### src/rtl/cache_pkg.sv
// Shared types and constants for the 2-way set-associative cache controller.
package cache_pkg;

  localparam int S_INDEX_DEF = 3;

  localparam logic DATA_SEL_CPU  = 1'b0;
  localparam logic DATA_SEL_PMEM = 1'b1;

  typedef enum logic [1:0] {
    INIT  = 2'd0,
    IDLE  = 2'd1,
    WB    = 2'd2,
    ALLOC = 2'd3
  } state_e;

  function automatic logic [1:0] way_mask(input logic way);
    return way ? 2'b10 : 2'b01;
  endfunction

endpackage

### src/rtl/cache_ctrl.sv
// Control FSM for the 2-way set-associative cache: metadata clear after reset,
// hit handling, dirty-victim writeback and line fill.
module cache_ctrl
  import cache_pkg::*;
#(
  parameter int S_INDEX = S_INDEX_DEF
) (
  input  logic               clk,
  input  logic               rst,
  input  logic               mem_read,
  input  logic               mem_write,
  input  logic [S_INDEX-1:0] set_idx,
  input  logic [1:0]         hit,
  input  logic [1:0]         valid,
  input  logic [1:0]         dirty,
  input  logic               lru,
  input  logic               pmem_resp,
  output logic [S_INDEX-1:0] arr_index,
  output logic [1:0]         data_load,
  output logic               data_sel,
  output logic [1:0]         tag_load,
  output logic [1:0]         valid_load,
  output logic               valid_in,
  output logic [1:0]         dirty_load,
  output logic               dirty_in,
  output logic               lru_load,
  output logic               lru_in,
  output logic               wb_addr_sel,
  output logic               pmem_read,
  output logic               pmem_write,
  output logic               mem_resp,
  output logic               busy
);

  state_e             state_q, state_d;
  logic [S_INDEX-1:0] cnt_q, cnt_d;
  logic               victim_q, victim_d;

  logic req;
  logic hit_way;

  assign req     = mem_read | mem_write;
  // hit = 2'b11 cannot happen legally; way 0 wins if it does.
  assign hit_way = ~hit[0];

  always_comb begin
    // NOTE: every output and next-state signal gets a default here so no path
    // through the case statement can infer a latch.
    state_d     = state_q;
    cnt_d       = cnt_q;
    victim_d    = victim_q;
    arr_index   = '0;
    data_load   = 2'b00;
    data_sel    = DATA_SEL_CPU;
    tag_load    = 2'b00;
    valid_load  = 2'b00;
    valid_in    = 1'b0;
    dirty_load  = 2'b00;
    dirty_in    = 1'b0;
    lru_load    = 1'b0;
    lru_in      = 1'b0;
    wb_addr_sel = 1'b0;
    pmem_read   = 1'b0;
    pmem_write  = 1'b0;
    mem_resp    = 1'b0;
    busy        = 1'b0;

    // NOTE: outputs are gated by rst directly so pmem strobes and load enables
    // fall as soon as reset asserts, not at the next clock edge.
    if (rst) begin
      unique case (state_q)
        INIT: begin
          arr_index  = cnt_q;
          valid_load = 2'b11;
          dirty_load = 2'b11;
          lru_load   = 1'b1;
          busy       = 1'b1;
          cnt_d      = cnt_q + 1'b1;
          if (cnt_q == '1) state_d = IDLE;
        end

        IDLE: begin
          arr_index = set_idx;
          if (req) begin
            if (|hit) begin
              mem_resp = 1'b1;
              lru_load = 1'b1;
              lru_in   = ~hit_way;
              if (mem_write) begin
                data_load  = way_mask(hit_way);
                data_sel   = DATA_SEL_CPU;
                dirty_load = way_mask(hit_way);
                dirty_in   = 1'b1;
              end
            end else begin
              victim_d = lru;
              state_d  = (valid[lru] & dirty[lru]) ? WB : ALLOC;
            end
          end
        end

        WB: begin
          arr_index   = set_idx;
          pmem_write  = 1'b1;
          wb_addr_sel = 1'b1;
          busy        = 1'b1;
          if (pmem_resp) state_d = ALLOC;
        end

        ALLOC: begin
          arr_index = set_idx;
          pmem_read = 1'b1;
          busy      = 1'b1;
          // The fill lands in the victim captured at miss time, not the live lru.
          if (pmem_resp) begin
            data_load  = way_mask(victim_q);
            tag_load   = way_mask(victim_q);
            valid_load = way_mask(victim_q);
            valid_in   = 1'b1;
            data_sel   = DATA_SEL_PMEM;
            dirty_load = way_mask(victim_q);
            dirty_in   = 1'b0;
            state_d    = IDLE;
          end
        end

        default: state_d = INIT;
      endcase
    end
  end

  // NOTE: sequential state uses non-blocking assignments only, so every flop
  // samples the pre-edge values computed above.
  always_ff @(posedge clk or negedge rst) begin
    if (!rst) begin
      state_q  <= INIT;
      cnt_q    <= '0;
      victim_q <= 1'b0;
    end else begin
      state_q  <= state_d;
      cnt_q    <= cnt_d;
      victim_q <= victim_d;
    end
  end

endmodule

### config.mk
export PLATFORM = sky130hd
export DESIGN_NAME = cache_ctrl
export DESIGN_NICKNAME = d
export VERILOG_FILES = /design/src/rtl/cache_pkg.sv /design/src/rtl/cache_ctrl.sv
export SDC_FILE = /design/constraint.sdc
export NUM_CORES = 1
export LEC_CHECK = 0
export ABC_AREA = 1
export CAP_MARGIN = 30
export CELL_PAD_IN_SITES_DETAIL_PLACEMENT = 2
export CELL_PAD_IN_SITES_GLOBAL_PLACEMENT = 2
export CORE_ASPECT_RATIO = 1.1
export CORE_MARGIN = 3
export CORE_UTILIZATION = 18
export DETAILED_ROUTE_END_ITERATION = 8
export PLACE_DENSITY = 0.85
export SYNTH_ARGS = -nofsm -noshare
export SYNTH_HDL_FRONTEND = slang
export SYNTH_SLANG_ARGS = --single-unit
### constraint.sdc
create_clock -name clk -period 1.6 [get_ports clk]
set_input_delay 0.32 -clock clk [delete_from_list [all_inputs] [get_ports clk]]
set_output_delay 0.32 -clock clk [all_outputs]
set_load 0.01 [all_outputs]
==> flow_summary.ini, run 1 <==
[clocking]
cts_hold_buffers = 0
clkSlewWorstSetupHoldPaths_ns = 0.05
htree_levels = 1
cts.sinks = 6
clk_latency_ns = 0.25
cts_buffer_depth = 2
clock-root-buffer = clkbuf_4
cts_tree = built
numCtsBuffers = 3

[place]
pre_cts_slack_ns = -0.717
gp_congestion = 0.822
port-buffer-count = 35
hpwl_um = 2300
dp_cells = 197

[yosys]
async_flop_share_pct = 100
synth_edf_count = 0
synth-xor-area-share_pct = 1.34
synthTopCellsByCount = 27 x nand2_1, 15 x inv_1, 12 x nor2_1
synth_seq_cells = 6
syn_inst = 100
post-synth-top-count-cell = nand2_1
seq_area_frac_synth_pct = 22.9
ys_warn_count = 0
synth_fp_nets = 121
synthesis.area_sq_um = 656
synth_area_leaders = dfrtp_1 23%, nand2_1 15%, ha_1 11%
synth_top_family_by_area = simple AND/OR/NAND/NOR gates
synth_compound_area_share_pct = 11.6
syn_area_per_cell_sq_um = 6.56
yosys.area.top_type = dfrtp_1
synth_mux_area_share_pct = 4.58
synth_flop_cell = dfrtp_1
yosysUniqueCellTypes = 21
synthAdderAreaFrac_pct = 11.5
yosys.area_share.simple_pct = 34.7
synth_top_area_share_pct = 22.9

[sta]
setup_tns_ns = -3.78
drv_slew = 0
worst_slack_ns = -0.301
fin_skew_ns = 0.00332
worstMarginPinSlew_ns = 0.371
finalHoldViolCount = 0
min_period_ns = 1.90
final-setup-viol-count = 22
slew_headroom_pct = 75.3
fin_crit_sh_pct = 119
grt_setup_unrepaired = true
fmax_mhz = 526

[run_status]
violations = negative setup slack
status = finished with violations

[cells_and_area]
syn2layout_area_growth_pct = 103
fin_util_pct = 39.0
drive_gt1_share_pct = 56.2
insertedDiodeCount = 0
fillers = 430
final_cells = 210
fin_nets = 185

[die]
ios = 36
coreArea_sq_mm = 0.00341
dieArea_sq_mm = 0.00440
initial_core_util_pct = 19.2
rows = 22
die_h_um = 69.3
die_x_um = 63.5

[global_routing]
gr-total-overflow = 0
grt_pass1_vias = 1087
antenna_found_initial = 0
grt_busiest_layer = met2
grtUsageMet2_pct = 31.1
grt_util_met3_pct = 2.27
grt_max_degree = 11
grt_use_total_pct = 15.6
grt_pass1_wl_um = 5310
use_met1_pct = 15.2

[pwr]
power_mw = 2.17
power_leakage_nw = 0.695
p_per_area_mw_per_mm2 = 1630
vdd_drop_max_mv = 0.657

[setup_path]
worstPathMaxFanout = 5
critPathSlowestCell = dfrtp_2
startpoint_type = flip-flop
crit_type = flip-flop to output pin
path_cells = ha_4, nand3b_1, buf_4, a211oi_2, buf_2
r2r_start = state_q[1]
worst_setup_path_end_kind = output pin
critPathLaunch = state_q[0]
critical_path_required_ns = 1.28
arrival_ns = 1.58
max_stage_delay_ns = 0.46

[run]
maxCapViolCount = 0

[route]
wl_um = 3460
drc = 0
vias = 918
ant_nets = 0
avgViaCountPerCell = 4.37
drt_pass1_iterations = 4
drtIter0Drc = 29
wl_per_cell_um = 16.5

[hold_path]
hold_path.class = input port to async pin
report_power, final:
group | total (mW) | switching, mW | leakage, nW | internal, mW
registers | 0.350 | 0.113 | 0.0702 | 0.236
logic | 1.68 | 0.816 | 0.611 | 0.860
clock network | 0.148 | 0.0623 | 0.0138 | 0.0854
logic make-up after synthesis:
logic type | after synthesis
buf+inv | 20
xor+xnor | 1
flops | 6
mux | 2
simple gates | 54
fa+ha+maj | 6
compound gates | 11
registers in the layout (all words and copies together) (netlist names):
signal    cells
state_q       2
cnt_q         3
victim_q      1
routing by layer:
layer | vias to the layer above | routed length, um
met5 | - | 0
met3 | 6 | 122
li1 | 437 | -
met4 | 0 | 59
met2 | 27 | 2040
met1 | 448 | 1250
layout by cell type (no fill, tap or decap), drive strengths merged:
cell type,n
buf,49
nand2,28
inv,16
nor2,14
clkdlybuf4s50,12
nand3,10
ha,6
dfrtp,6
o21ai,4
clkbuf,3
a21oi,3
a211oi,2
mux2,2
dlygate4sd2,2
nand3b,1
nor3,1
o21a,1
xor2,1
o21bai,1
stage by stage:
stage	hold slack, ns	area, sq um
2_1_floorplan	0.0244	656
3_3_place_gp	0.527	1170
3_5_place_dp	0.548	1170
4_1_cts	0.322	1230
5_1_grt	0.389	1330
6_report	0.358	1330
repair_timing:
item | in CTS | in global routing
gates resized for setup | 118 | 18
setup endpoints to repair | 23 | 23
setup buffers | 4 | 8
pin swaps | 7 | 12
path summary, 6_finish.rpt:
check	cells after the start	slack, ns	end
worst min-delay path	2	0.36	victim_q
worst max-delay path	5	-0.30	valid_load[0]
worst max register to register	10	-0.13	state_q[1]
min in group clk	1	0.56	cnt_q[2]
max in group asynchronous	2	1.08	state_q[0]
worst min register to register	1	0.56	cnt_q[2]
critical path, delay by kind of cell, from the launching register on:
| kind | cells | cell delay [ns] |
|---|---|---|
| flops | 1 | 0.46 |
| fa+ha+maj | 1 | 0.18 |
| buf+inv | 2 | 0.33 |
| simple gates | 1 | 0.12 |
| compound gates | 1 | 0.24 |
cell type report:
type | count | area (sq um) | area share, %
clock buffer | 3 | 22.5 | 1.69
inverter | 16 | 65.1 | 4.89
multi-input combinational | 74 | 551 | 41.4
sequential | 6 | 153 | 11.5
tap | 48 | 60.1 | 4.51
timing repair buffer | 63 | 480 | 36.1
Note: power is estimated with default switching activity, not from simulation.
==> inputs of run 2 (changes only) <==
Settings changed: REMOVE_ABC_BUFFERS set to 1.
==> run 2 against run 1 <==
  * The run still ends with negative setup slack left
  * Non-clock buffer count decreased by 9
  * Utilization is 1.7 points lower
  * Clock skew down 0.00074 ns
  * Clock-buffer cell count is the same
  * Die area unchanged
  * Final cell count down 4.3%
  * Register-to-register slack improved by 0.24 ns
  * Clock power fell by 4%
  * Global-route usage decreased by 1.1 points
  * Maximum frequency rose by 1.4%
  * Highest routed layer unchanged
==> flow_summary.ini, run 2 (same netlist as run 1, synthesis figures left out) <==
[route]
wl_um = 3160
drc = 0
vias = 877
drtIter0Drc = 24
avgViaCountPerCell = 4.36
ant_nets = 0
wl_per_cell_um = 15.7
drt_pass1_iterations = 4

[die]
initial_core_util_pct = 19.2
rows = 22
coreArea_sq_mm = 0.00341
ios = 36
die_h_um = 69.3
die_x_um = 63.5
dieArea_sq_mm = 0.00440

[cells_and_area]
syn2layout_area_growth_pct = 94.1
largest_register = cnt_q
layout.cells.most_common = nand2_1
top_regs = cnt_q: 3 flops, state_q: 2 flops, victim_q: 1 flops
final_cell_mix = 22 x nand2_1, 15 x buf_2, 12 x nor2_1, 12 x clkdlybuf4s50_1
fillers = 425
insertedDiodeCount = 0
fin_nets = 176
drive_gt1_share_pct = 48.4
fin_area_sq_mm = 0.00127
final_cells = 201
fin_util_pct = 37.3
largest_register_ffs = 3

[setup_path]
startpoint_type = flip-flop
worst_setup_path_end_kind = output pin
arrival_ns = 1.56
crit_type = flip-flop to output pin
critical_path_required_ns = 1.28
worstPathMaxFanout = 5

[pwr]
power_mw = 2.01
p_per_area_mw_per_mm2 = 1580
p_int_mw = 1.09
switchingPower_mw = 0.920
clockPowerShare_pct = 7.1
p_comb_share_pct = 76.6
power_leakage_nw = 0.646
pwr-share-seq_pct = 16.3
vdd_drop_max_mv = 0.470
sw_frac_of_total_pct = 45.8

[run_status]
status = finished with violations
violations = negative setup slack

[global_routing]
grt_util_met3_pct = 2.92
antenna_found_initial = 0
grt_pass1_vias = 988
grtUsageMet2_pct = 30.5
grt_max_degree = 12
grt_pass1_wl_um = 4970
gr-total-overflow = 0
grt_busiest_layer = met2
use_met1_pct = 13.3
grt_use_total_pct = 14.5

[hold_path]
hold_path.class = input port to async pin

[place]
pre_cts_slack_ns = -0.704
port-buffer-count = 35
dp_cells = 196
place_area_sq_mm = 0.00117
gp_congestion = 0.853
hpwl_um = 2400

[clocking]
clock-root-buffer = clkbuf_4
cts_tree = built
cts_hold_buffers = 0
clkSlewWorstSetupHoldPaths_ns = 0.05
cts_buffer_depth = 2
clk_latency_ns = 0.24
numCtsBuffers = 3
htree_levels = 1
cts.sinks = 6

[run]
maxCapViolCount = 0

[sta]
fin_crit_sh_pct = 117
slew_headroom_pct = 73.7
setup_tns_ns = -3.29
fmax_mhz = 533
fin_skew_ns = 0.00258
min_period_ns = 1.88
worst_slack_ns = -0.275
finalHoldViolCount = 0
drv_slew = 0
worstMarginPinSlew_ns = 0.393
final-setup-viol-count = 19
hold_ws_ns = 0.308
grt_setup_unrepaired = true
run 2: changes by cell type in the layout (fill, tap and decap cells not counted), moves of 2 or more:
cell             delta
a211oi_1            +2
clkdlybuf4s15_2     +3
nor2_1              +4
a211oi_2            -2
buf_6               +5
nor2_2              -4
buf_2               -4
buf_4              -13
run 2: final cells by class:
| cell class | instances | area [sq um] | share of cell area [%] |
|---|---|---|---|
| clock buffers | 3 | 22.5 | 1.77 |
| flip-flops and latches | 6 | 151 | 11.9 |
| multi-input cells | 74 | 523 | 41.1 |
| well taps | 48 | 60.1 | 4.72 |
| repair buffers | 54 | 453 | 35.6 |
| inverters | 16 | 62.6 | 4.92 |
run 2: worst paths after layout:
| kind | startpoint | end | slack [ns] | depth (start not counted) |
|---|---|---|---|---|
| max | state_q[0] | dirty_load[0] | -0.28 | 7 |
| min | rst | cnt_q[0] | 0.31 | 2 |
| max reg2reg | state_q[0] | state_q[1] | 0.11 | 9 |
| min reg2reg | cnt_q[1] | cnt_q[1] | 0.56 | 1 |
| max in group asynchronous | rst | state_q[0] | 1.15 | 2 |
| min in group clk | cnt_q[1] | cnt_q[1] | 0.56 | 1 |
run 2: critical path: stages, from the launching register on:
cell and delay, ns:
dfrtp_2 0.47, buf_6 0.15, ha_4 0.18, nand3_2 0.10
nand3_2 0.08, nand2_1 0.07, inv_1 0.04, clkdlybuf4s15_2 0.21
run 2: routing by layer:
metal / share of wire [%] / wire length, um
met1: 33 / 1060
met2: 61 / 1930
met3: 4.1 / 130
met4: 1.2 / 37
met5: 0 / 0
run 2: power by group through the flow:
stage	clock network, mW	logic [mW]	registers [mW]
after floorplan	0	0.619	0.295
after global placement	0	1.24	0.291
after detailed placement	0	1.30	0.306
after CTS	0.152	1.47	0.320
after global routing	0.161	1.69	0.335
final	0.142	1.54	0.328
run 2: what timing repair did:
action | CTS | global route
buffers inserted | 2 | 1
endpoints found under the setup margin | 23 | 23
pin swaps | 5 | 3
resized for setup | 118 | 9
==> patch 1: new RTL, flow settings as in run 2 <==
Make the reset (`rst`) synchronous in one clocked block.
--- a/src/rtl/cache_ctrl.sv
+++ b/src/rtl/cache_ctrl.sv
@@ -133,3 +133,3 @@
   // samples the pre-edge values computed above.
-  always_ff @(posedge clk or negedge rst) begin
+  always_ff @(posedge clk) begin
     if (!rst) begin
Formal check against the unedited RTL: same outputs for any inputs over 10 cycles, from zero or initial values and one cycle with rst low; that may be too few to reach the edited logic, so the function may still have changed.
==> patch 1 against run 2 <==
  * The flow still finishes with violations (setup timing)
  * Sequential cell count is the same
  * Sequential share of layout area decreased by 2.1 points
  * Synthesized area down 9.0%
  * Combinational power fell by 34%
  * Final cell count is 3.0% lower
  * Worst hold slack improved by 0.21 ns
  * Routed wire length decreased by 0.67%
  * Core utilization grew 4.8 points
  * Global-route usage rose by 2.7 points
  * Worst setup slack improved by 0.039 ns
  * Non-clock buffer count rose by 9
  * Total power decreased by 29%
  * Final area up 2.5%
  * Synthesized cell count fell by 1.0%
  * Largest power group unchanged
==> patch 1: results <==
export IMPL_grt_pass1_vias=1091
export IMPL_tns_ns=-2.729
export IMPL_rrSetupSlack_ns=-0.08
export IMPL_syn_inst=99
export IMPL_stdcell_area_sq_mm=0.001304
export IMPL_grt_start_max_net_pins=10
export IMPL_comb_power_uw=1020
export IMPL_slew_headroom=0.8415
export IMPL_nets=184
export IMPL_worstSkewPairLatency_ns=0.26
export IMPL_via_per_inst=4.697
export IMPL_pre_cts_ws_ns=-0.7143
export IMPL_grt_pass1_wl_mm=5.140
export IMPL_yosys_area_share_xor_xnor=0
export IMPL_cp_slowest_cell="dfxtp_4"
export IMPL_synth_main_ff_cell="dfxtp_1"
export IMPL_cts_buffers=3
export IMPL_setup_ws_ns=-0.2359
export IMPL_setup_viol=20
export IMPL_drt_iter0_drc=16
export IMPL_ir_drop_mv=0.4549
export IMPL_hp_class="flip-flop to flip-flop"
export IMPL_vias=916
export IMPL_synth_area_leaders="dfxtp_1 (20%), nor2_1 (16%), ha_1 (13%)"
export IMPL_drtPass1Iterations=2
export IMPL_r2r_end="state_q[0]"
export IMPL_leakage_uw=0.0006395
export IMPL_async_flop_share=0
export IMPL_dp_hpwl_mm=2.329
export IMPL_synthAdderAreaFrac=0.1258
export IMPL_arrival_ns=1.52
export IMPL_synth_mux_area_frac=0
export IMPL_switchingPower_uw=657.6
export IMPL_ys_top_cells_by_count="nor2_1 (25), nand2_1 (16), inv_1 (14), o21ai_0 (7)"
export IMPL_drive_gt1_frac=0.5280
export IMPL_layout_top_registers="cnt_q x3, state_q x2, victim_q x1"
export IMPL_synth_compound_area_frac=0.1530
export IMPL_r2r_cells=11
export IMPL_globalplace_congestion=0.8090
export IMPL_ctsRootBufferMaster="clkbuf_4"
export IMPL_violations="setup timing"
export IMPL_p_clk_uw=161
export IMPL_pwr_density_cell_mw_per_mm2=1100
export IMPL_grt_use_total=0.1712
export IMPL_worstPathMaxFanout=4
export IMPL_holdWs_ns=0.5157
export IMPL_status="complete, but fails checks"
export IMPL_wl_per_cell_microns=16.08
export IMPL_r2r_start="state_q[0]"
export IMPL_slew_violations=0
export IMPL_slowest_delay_ns=0.38
export IMPL_fillers=375
export IMPL_skew_ns=0.007921
export IMPL_seq_area_frac_synth=0.2013
export IMPL_dp_cells=189
export IMPL_dpl_cell_area_sq_mm=0.001146
patch 1: cell types whose count changed after synthesis, sizes merged, moves of 3 or more:
| cell | run 2 | this run |
|---|---|---|
| dfrtp | 6 | 0 |
| dfxtp | 0 | 6 |
| nand2 | 28 | 18 |
| nand3 | 10 | 4 |
| nor2 | 14 | 28 |
| o21ai | 4 | 7 |
patch 1: metal layers:
metal | vias up | track usage | part of all wire
li1 | 436 | - | -
met1 | 437 | 0.1730 | 0.36
met2 | 33 | 0.3209 | 0.55
met3 | 10 | 0.04688 | 0.054
met4 | 0 | 0.06504 | 0.036
met5 | - | 0 | 0
patch 1: layout make-up:
type | count | share of cell area
sequential | 6 | 0.09789
multi-input combinational | 74 | 0.4184
tap | 34 | 0.03263
timing repair buffer | 63 | 0.3829
clock buffer | 3 | 0.01727
inverter | 15 | 0.05086
patch 1: critical path, delay by kind of cell (launching register included):
kind,cells,cell delay [ns]
AO/OA/AOI/OAI,1,0.14
adder cells (fa/ha/maj),1,0.18
buffers and inverters,3,0.28
flip-flops,1,0.38
AND/OR/NAND/NOR,4,0.28
patch 1: worst max path at each step:
| stage | from | depth (start not counted) | slack, ns | end |
|---|---|---|---|---|
| 5_1_grt | state_q[0] | 9 | -0.31 | dirty_load[1] |
| 4_1_cts | state_q[0] | 9 | -0.22 | dirty_load[1] |
| 6_report | state_q[0] | 9 | -0.24 | dirty_load[1] |
| 2_1_floorplan | state_q[0] | 5 | 0.12 | valid_load[1] |
| 3_5_place_dp | pmem_resp | 6 | -0.71 | valid_load[1] |
| 3_3_place_gp | pmem_resp | 6 | -0.64 | valid_load[1] |
patch 1: repair_timing:
action | CTS | global route
cloned | 0 | 0
buffers inserted | 2 | 2
hold endpoints to repair | 0 | 0
setup endpoints to repair | 23 | 23
pin swaps | 7 | 4
gates resized for setup | 110 | 27
==> patch 2: new RTL, flow settings as in run 2 <==
Made on the original files. `S_INDEX_DEF`: 3 -> 6.
--- a/src/rtl/cache_pkg.sv
+++ b/src/rtl/cache_pkg.sv
@@ -3,3 +3,3 @@
 
-  localparam int S_INDEX_DEF = 3;
+  localparam int S_INDEX_DEF = 6;
 
Interface: changed (resized arr_index and set_idx); port bits go from 36 to 42. The function was not compared with the original's and may differ.
==> patch 2 against run 2 <==
  * The flow still finishes with violations (setup timing)
  * Total power increased by 39%
  * Largest power group unchanged
  * Die area rose by 22%
  * Clock power is 92% higher
  * Critical path type unchanged
  * Sequential power is 33% higher
  * Register-to-register slack worse by 0.14 ns
  * Worst setup slack improved by 0.058 ns
  * Synthesized area increased by 24%
  * First-iteration DRC count is 25% lower
  * Worst hold slack worse by 0.20 ns
  * Final area grew 38%
  * Routed wire length increased by 27%
  * Sequential cell count is 3 higher
==> patch 2: results <==
export IMPL_status="complete, but fails checks"
export IMPL_violations="setup timing"
export IMPL_pwr_share_clk=0.098
export IMPL_p_int_uw=1519
export IMPL_htreeDepth=1
export IMPL_comb_power_share=0.746
export IMPL_synth_area_leaders="dfrtp_1 (28%), nand2_1 (11%), inv_1 (8.8%)"
export IMPL_synth_compound_area_frac=0.1108
export IMPL_grt_pass1_vias=1215
export IMPL_drive_gt1_frac=0.5657
export IMPL_dpl_cell_area_sq_mm=0.001513
export IMPL_slowest_delay_ns=0.41
export IMPL_cts_buffers=3
export IMPL_r2r_end="state_q[1]"
export IMPL_grt_use_total=0.1411
export IMPL_antenna_found_initial=0
export IMPL_worstPathMaxFanout=3
export IMPL_gr_usage_met2=0.2722
export IMPL_globalplace_congestion=0.7289
export IMPL_fillers=504
export IMPL_io_buffers=41
export IMPL_holdWs_ns=0.1060
export IMPL_ir_drop_mv=0.5815
export IMPL_grt_use_met1=0.1521
export IMPL_setup_ws_ns=-0.2169
export IMPL_leakage_uw=0.0008950
export IMPL_yosys_area_share_xor_xnor=0.05385
export IMPL_tns_ns=-2.633
export IMPL_nets=222
export IMPL_ys_top_cells_by_count="nand2_1 (23), inv_1 (19), nor2_1 (14), nand3_1 (13), dfrtp_1 (9)"
export IMPL_pre_cts_ws_ns=-0.6844
export IMPL_max_clock_freq_ghz=0.5504
export IMPL_grt_start_max_net_pins=9
export IMPL_tightest_slew_ns=0.2275
export IMPL_synth_mux_area_frac=0
export IMPL_wl_met3_microns=227
export IMPL_grt_pass1_wl_mm=5.947
export IMPL_met1_length_mm=1.418
export IMPL_met3_usage=0.02243
export IMPL_via_per_inst=4.369
export IMPL_setup_viol=24
export IMPL_seq_area_frac_synth=0.2769
export IMPL_dp_hpwl_mm=2.781
export IMPL_synthAdderAreaFrac=0.07692
export IMPL_rrSetupSlack_ns=-0.03
export IMPL_r2r_cells=10
export IMPL_synth_cell_type_count=22
export IMPL_wl_met2_mm=2.310
export IMPL_drt_iter0_drc=18
export IMPL_skew_ns=0.006843
export IMPL_switchingPower_uw=1270
export IMPL_arrival_ns=1.50
export IMPL_cp_slowest_cell="dfrtp_1"
export IMPL_layout_top_registers="cnt_q x6, state_q x2, victim_q x1"
export IMPL_wl_per_cell_microns=15.88
export IMPL_ctsRootBufferMaster="clkbuf_8"
## patch 2: cell types whose count changed in the layout (fill, tap and decap cells not counted), moves of 4 or more
| cell | change |
|---|---|
| nor2_1 | -5 |
| nor2_4 | +7 |
| buf_4 | +17 |
| nand3_1 | +5 |
| nand2_4 | +5 |
| dfrtp_1 | +4 |
| inv_1 | +4 |
| nand2_1 | -7 |
| buf_6 | +7 |
| o21ai_2 | +6 |
## patch 2: timing repair
| item | CTS | global route |
|---|---|---|
| endpoints found under the hold margin | 0 | 0 |
| pin swaps | 13 | 9 |
| setup buffers | 4 | 3 |
| resized for setup | 129 | 48 |
| setup endpoints to repair | 26 | 26 |
## patch 2: through the flow
step / std cells / util
after floorplan: 115 / -
after global placement: 243 / 0.3504
after detailed placement: 243 / 0.3504
after CTS: 250 / 0.3722
after global routing: 252 / 0.4070
final: 252 / 0.4070
## patch 2: cell type report
cell class              count  share of cell area
repair buffers             79              0.3739
well taps                  54             0.03846
inverters                  21             0.05057
multi-input cells          85              0.3832
clock buffers               4             0.02564
flip-flops and latches      9              0.1282
## patch 2: worst max path at each step
stage / end / cells after the start / from / slack (ns)
after global placement: lru_load / 7 / rst / -0.64
after detailed placement: lru_load / 7 / rst / -0.68
final: dirty_load[1] / 8 / state_q[0] / -0.22
after global routing: dirty_load[1] / 8 / state_q[0] / -0.28
after CTS: dirty_load[1] / 8 / state_q[0] / -0.19
after floorplan: dirty_load[1] / 7 / state_q[1] / 0.10
## patch 2: critical path, delay by kind of cell (launching register included)
family	cells	cell delay [ns]
flops	1	0.41
buf+inv	3	0.30
simple gates	3	0.20
compound gates	1	0.18
fa+ha+maj	1	0.17
